$ cat src/rtl/ram_byte_sequencer.sv
// ram_byte_sequencer
// Bridges byte streams and a byte-masked 64-bit RAM port. Write commands pack
// incoming bytes little-endian into words (byte 0 in bits 7:0) and issue one
// write per word. Read commands fetch words and replay them as a byte stream.
// ram_spam is the highest valid byte index of the word being accessed.
//
// Optional feature: define BYTE_SEQ_WRAP_ERR_EN to reject commands whose word
// span runs past address 255. Such a command sets the sticky o_err and goes
// straight to done without touching the RAM or either stream. Without the
// macro o_err is tied 0 and addresses wrap silently mod 256.
//
// Parameters:
//   RD_LAT          cycles from read address issue to valid i_ram_data_out (1..3)
// Ports:
//   i_clk, i_rst_n  clock (rising edge), synchronous active-low reset
//   i_cmd_*         command request: valid, write/read, start word address, byte length
//   o_cmd_ready     high only while idle
//   i_in_* / o_in_ready          write byte stream
//   o_out_* / i_out_ready        read byte stream, o_out_last marks the final byte
//   o_done          one-cycle pulse when a command completes
//   o_err           sticky wrap error (feature only)
//   o_ram_*         RAM address, byte mask, write data, write enable
//   i_ram_data_out  RAM read data
module ram_byte_sequencer #(
    parameter int unsigned RD_LAT = 1
) (
    input  logic        i_clk,
    input  logic        i_rst_n,
    input  logic        i_cmd_valid,
    output logic        o_cmd_ready,
    input  logic        i_cmd_write,
    input  logic [7:0]  i_cmd_addr,
    input  logic [10:0] i_cmd_len,
    input  logic        i_in_valid,
    output logic        o_in_ready,
    input  logic [7:0]  i_in_byte,
    output logic        o_out_valid,
    input  logic        i_out_ready,
    output logic [7:0]  o_out_byte,
    output logic        o_out_last,
    output logic        o_done,
    output logic        o_err,
    output logic [7:0]  o_ram_address,
    output logic [2:0]  o_ram_spam,
    output logic [63:0] o_ram_data_in,
    output logic        o_ram_wren,
    input  logic [63:0] i_ram_data_out
);

    localparam logic [2:0] S_IDLE     = 3'd0;
    localparam logic [2:0] S_WR_FILL  = 3'd1;
    localparam logic [2:0] S_WR_ISSUE = 3'd2;
    localparam logic [2:0] S_RD_ISSUE = 3'd3;
    localparam logic [2:0] S_RD_WAIT  = 3'd4;
    localparam logic [2:0] S_RD_DRAIN = 3'd5;
    localparam logic [2:0] S_DONE     = 3'd6;

    localparam logic [1:0] LAT_LAST = 2'(RD_LAT - 1);

    logic [2:0]  r_state;
    logic [7:0]  r_addr;
    logic [10:0] r_remain;
    // Fill count when writing, drain index when reading. Eight filled bytes
    // wrap it to 0, so (r_cnt - 1) mod 8 is still the correct spam of 7.
    logic [2:0]  r_cnt;
    logic [63:0] r_buf;
    logic [1:0]  r_lat;

    logic [5:0]  w_sel;
    logic        w_word_end;
    logic [2:0]  w_rd_spam;

    assign w_sel      = {r_cnt, 3'b000};
    // Current word closes on its eighth byte or on the command's final byte.
    assign w_word_end = (r_cnt == 3'd7) || (r_remain == 11'd1);
    assign w_rd_spam  = (r_remain < 11'd8) ? (r_remain[2:0] - 3'd1) : 3'd7;

`ifdef BYTE_SEQ_WRAP_ERR_EN
    logic        r_err;
    logic [11:0] w_words;
    logic [11:0] w_span;
    logic        w_wrap;

    assign w_words = ({1'b0, i_cmd_len} + 12'd7) >> 3;
    assign w_span  = {4'd0, i_cmd_addr} + w_words;
    assign w_wrap  = (w_span > 12'd256);
    assign o_err   = r_err;
`else
    assign o_err   = 1'b0;
`endif

    always_ff @(posedge i_clk) begin
        if (!i_rst_n) begin
            r_state  <= S_IDLE;
            r_addr   <= 8'd0;
            r_remain <= 11'd0;
            r_cnt    <= 3'd0;
            r_buf    <= 64'd0;
            r_lat    <= 2'd0;
`ifdef BYTE_SEQ_WRAP_ERR_EN
            r_err    <= 1'b0;
`endif
        end else begin
            case (r_state)
                S_IDLE: begin
                    if (i_cmd_valid) begin
                        r_addr   <= i_cmd_addr;
                        r_remain <= i_cmd_len;
                        r_cnt    <= 3'd0;
                        r_buf    <= 64'd0;
                        if (i_cmd_len == 11'd0) begin
                            r_state <= S_DONE;
`ifdef BYTE_SEQ_WRAP_ERR_EN
                        end else if (w_wrap) begin
                            r_err   <= 1'b1;
                            r_state <= S_DONE;
`endif
                        end else if (i_cmd_write) begin
                            r_state <= S_WR_FILL;
                        end else begin
                            r_state <= S_RD_ISSUE;
                        end
                    end
                end

                S_WR_FILL: begin
                    if (i_in_valid && (r_remain != 11'd0)) begin
                        r_buf[w_sel +: 8] <= i_in_byte;
                        r_cnt             <= r_cnt + 3'd1;
                        r_remain          <= r_remain - 11'd1;
                        if (w_word_end) begin
                            r_state <= S_WR_ISSUE;
                        end
                    end
                end

                S_WR_ISSUE: begin
                    r_addr  <= r_addr + 8'd1;
                    r_buf   <= 64'd0;
                    r_cnt   <= 3'd0;
                    r_state <= (r_remain != 11'd0) ? S_WR_FILL : S_DONE;
                end

                S_RD_ISSUE: begin
                    r_lat   <= 2'd0;
                    r_state <= S_RD_WAIT;
                end

                S_RD_WAIT: begin
                    if (r_lat == LAT_LAST) begin
                        r_buf   <= i_ram_data_out;
                        r_cnt   <= 3'd0;
                        r_state <= S_RD_DRAIN;
                    end else begin
                        r_lat <= r_lat + 2'd1;
                    end
                end

                S_RD_DRAIN: begin
                    if (i_out_ready && (r_remain != 11'd0)) begin
                        r_cnt    <= r_cnt + 3'd1;
                        r_remain <= r_remain - 11'd1;
                        if (w_word_end) begin
                            r_addr  <= r_addr + 8'd1;
                            r_state <= (r_remain != 11'd1) ? S_RD_ISSUE : S_DONE;
                        end
                    end
                end

                S_DONE: begin
                    r_state <= S_IDLE;
                end

                default: begin
                    r_state <= S_IDLE;
                end
            endcase
        end
    end

    always_comb begin
        o_cmd_ready   = (r_state == S_IDLE);
        o_in_ready    = (r_state == S_WR_FILL);
        o_out_valid   = 1'b0;
        o_out_byte    = 8'd0;
        o_out_last    = 1'b0;
        o_done        = 1'b0;
        o_ram_address = r_addr;
        o_ram_spam    = 3'd0;
        o_ram_data_in = 64'd0;
        o_ram_wren    = 1'b0;
        case (r_state)
            S_WR_ISSUE: begin
                o_ram_wren    = 1'b1;
                o_ram_spam    = r_cnt - 3'd1;
                o_ram_data_in = r_buf;
            end
            S_RD_ISSUE, S_RD_WAIT: begin
                o_ram_spam = w_rd_spam;
            end
            S_RD_DRAIN: begin
                o_out_valid = 1'b1;
                o_out_byte  = r_buf[w_sel +: 8];
                o_out_last  = (r_remain == 11'd1);
            end
            S_DONE: begin
                o_done = 1'b1;
            end
            default: begin
            end
        endcase
    end

endmodule

$ cat config.mk
export PLATFORM = sky130hd
export DESIGN_NAME = ram_byte_sequencer
export DESIGN_NICKNAME = d
export VERILOG_FILES = /design/src/rtl/ram_byte_sequencer.sv
export SDC_FILE = /design/constraint.sdc
export NUM_CORES = 1
export LEC_CHECK = 0
export CAP_MARGIN = 10
export CORE_MARGIN = 2
export CORE_UTILIZATION = 47
export DETAILED_ROUTE_END_ITERATION = 16
export GPL_TIMING_DRIVEN = 0
export PLACE_DENSITY = 0.81
export SYNTH_ARGS = -nofsm -noshare
export SYNTH_HDL_FRONTEND = slang
export SYNTH_SLANG_ARGS = --single-unit
export TNS_END_PERCENT = 5
$ cat constraint.sdc
create_clock -name i_clk -period 4.16 [get_ports i_clk]
set_clock_uncertainty 0.15 [all_clocks]
set_input_delay 1.248 -clock i_clk [delete_from_list [all_inputs] [get_ports i_clk]]
set_output_delay 1.248 -clock i_clk [all_outputs]
set_load 0.02 [all_outputs]
==> results.toml <==
[status]
status = "complete, no violations"

[clocking]
hold_buffers = 0
root_buffer = "clkbuf_16"
numCtsBuffers = 9
path_clk_slew_ps = 60
cts_tree = "done"
clock_path_buffers = 2
insertion_delay_ps = 360
clock-sinks = 91
htreeDepth = 3

[setup_path]
cp_cell_sequence = "buf_6, nor3b_2, clkbuf_2, clkbuf_1, and2_1, clkdlybuf4s50_1"
worst-path-buf-inv = 4
cp-start-kind = "flip-flop"
crit_required_ps = 2760
cp_top_family = "buffers and inverters"
cp_max_fo = 10
worst-path-stages = 6
ff2ff_path_depth = 11
end_kind = "primary output"
cpMaxStageDelayCell = "clkdlybuf4s50_1"
cpPeakStageDelay_ps = 610
critical_path_class = "reg -> out"
arrival_ps = 2750

[logic_synthesis]
synth_cells = 683
synth_xor_area_share_pct = 0.446
synth_edf_count = 0
ys_top_cells_by_count = "dfxtp_1, and2_1, nand2_1, a22oi_1, o2bb2ai_1"
synth_largest_area_cell = "dfxtp_1"
synth_ff_type = "dfxtp_1"
synthSimpleGateAreaFrac_pct = 23.0
synth_seq_cells = 91
synth_top_area_share_pct = 30.9
ys_async_sr_fraction_pct = 0
synth_cell_types = 70
synthAdderAreaFrac_pct = 2.33
synth_top_family_by_area = "compound AO/OA/AOI/OAI gates"
syn_area_per_cell_um2 = 8.63
seq_area_frac_synth_pct = 30.9
netlist_area_um2 = 5900
synth_compound_area_share_pct = 29.4
ys_warn_count = 0
synth.most_common_cell = "dfxtp_1"
syn_nets = 791
yosys-top-cells-area = "dfxtp_1, a22oi_1, and2_1"
muxShareOfSynthArea_pct = 7.39

[sta]
fin_setup_tns_ps = 0
fmax_mhz = 241
slew_headroom_pct = 35.9
rsz0062_at_grt = "yes"
fin_crit_ps = 4150
period_share_pct = 99.7
setup_violations = 0
slew_violations = 0
worst_hold_slack_ps = 333
worst_slew_pin_slew_ps = 954
hold_viol = 0

[power]
p_sw_w = 0.00246
sequentialPowerShare_pct = 25.1
p_sw_share_pct = 48.0
power.total_w = 0.00513
internal_power_w = 0.00267
peakVddDrop_uv = 369
power_frac_clock_pct = 15.2
powerDensity_nw_per_um2 = 624
cellLeakagePower_nw = 2.77
comb_power_share_pct = 59.7

[routing]
vias = 6502
routed_wl_um = 22800
drcViolationCount = 0
detail_route.vias_per_cell = 6.20
wire_per_inst_um = 21.8
first_iter_violations = 767
antenna_left = 0
firstDrtPassIters = 5

[final_layout]
synthToLayoutAreaGrowth_pct = 39.5
fin_nets = 985
n_antenna_cell = 0
utilization_pct = 67.9
drive_gt1_share_pct = 9.89
final-instance-count-excl-fill = 1048

[grt]
grt_pass1_vias = 6359
antenna_found_initial = 0
grt_usage_pct = 34.1
grt_pass1_wl_um = 34800
grt_max_degree = 20
gr-total-overflow = 0

[hold_path]
min_path_cells = 1
hold_path.class = "reg -> reg"

[placed_design]
place_hpwl_um = 17000
dp.cells = 1035
io_buffer_count = 184
gp_congestion = 1.01

[floorplanning]
dieArea_um2 = 13500
die_w_um = 116
rows = 40
initial_utilization_pct = 48.7
io_pins = 187
design.core.area_um2 = 12100
dieHeight_um = 116

[flow_run]
max_cap_viol_count = 0
power groups by stage:
stage	Sequential (W)	Clock, W	Combinational (W)
finish	0.00129	0.000780	0.00306
global route	0.00131	0.000819	0.00330
CTS	0.00128	0.000782	0.00299
detailed placement	0.00129	0	0.00297
global placement	0.00128	0	0.00291
floorplan	0.00126	0	0.00203
routing by layer:
metal | routed length (um) | share of wire, % | vias up | global-route usage, %
li1 | - | - | 2958 | -
met1 | 9120 | 40 | 3038 | 45.8
met2 | 10600 | 47 | 431 | 53.2
met3 | 2170 | 9.5 | 75 | 7.11
met4 | 897 | 3.9 | 0 | 15.1
met5 | 0 | 0 | - | 0
sequential cells by signal (all words and copies together), names as in the netlist:
name and flops:
r_lat 2, r_cnt 3, o_ram_address 8, r_remain 11, r_buf 64, r_state 3
logic make-up after synthesis:
group	count (synthesis)
XOR/XNOR	3
AND/OR/NAND/NOR	239
multiplexers	23
flip-flops	91
adder cells (fa/ha/maj)	11
other	1
AO/OA/AOI/OAI	234
buffers and inverters	81
through the flow:
stage	cell area [um2]	worst slack (ps)
floorplan	5900	569
global placement	7950	-349
detailed placement	7950	-390
CTS	8220	27.2
global route	8220	-112
finish	8220	13.7
area by class of cell:
type,instances,area [um2]
clock buffers,11,253
multi-input cells,511,3690
inverters,13,48.8
flip-flops and latches,91,1820
repair buffers,184,1840
well taps,168,210
clock inverters,3,15.0
plain buffers,67,345
fillers,1066,3890
final timing paths:
check	startpoint	slack [ps]	end
setup reg to reg	r_cnt[0]	310	r_buf[36]
setup / recovery	r_state[1]	10	o_ram_data_in[39]
hold reg to reg	r_buf[50]	330	r_buf[50]
hold / removal	r_buf[50]	330	r_buf[50]
repair_timing:
item                       4_1_cts  5_1_grt
setup endpoints to repair       66       34
setup buffers                    0        0
resized for setup                8        6
cells in the final DEF, fill, tap and decap left out, drive strengths merged, types with 8 or more instances in the layout:
cell	count
a21oi	39
clkdlybuf4s50	182
and2	74
nor2	20
o21a	8
buf	31
clkbuf	48
o22ai	18
nand2	69
o2bb2ai	51
or3	8
a22oi	64
nand3	11
dfxtp	91
inv	12
nor3	19
o21ai	12
mux4	16
ha	11
Power figures use the tool's default switching activity.
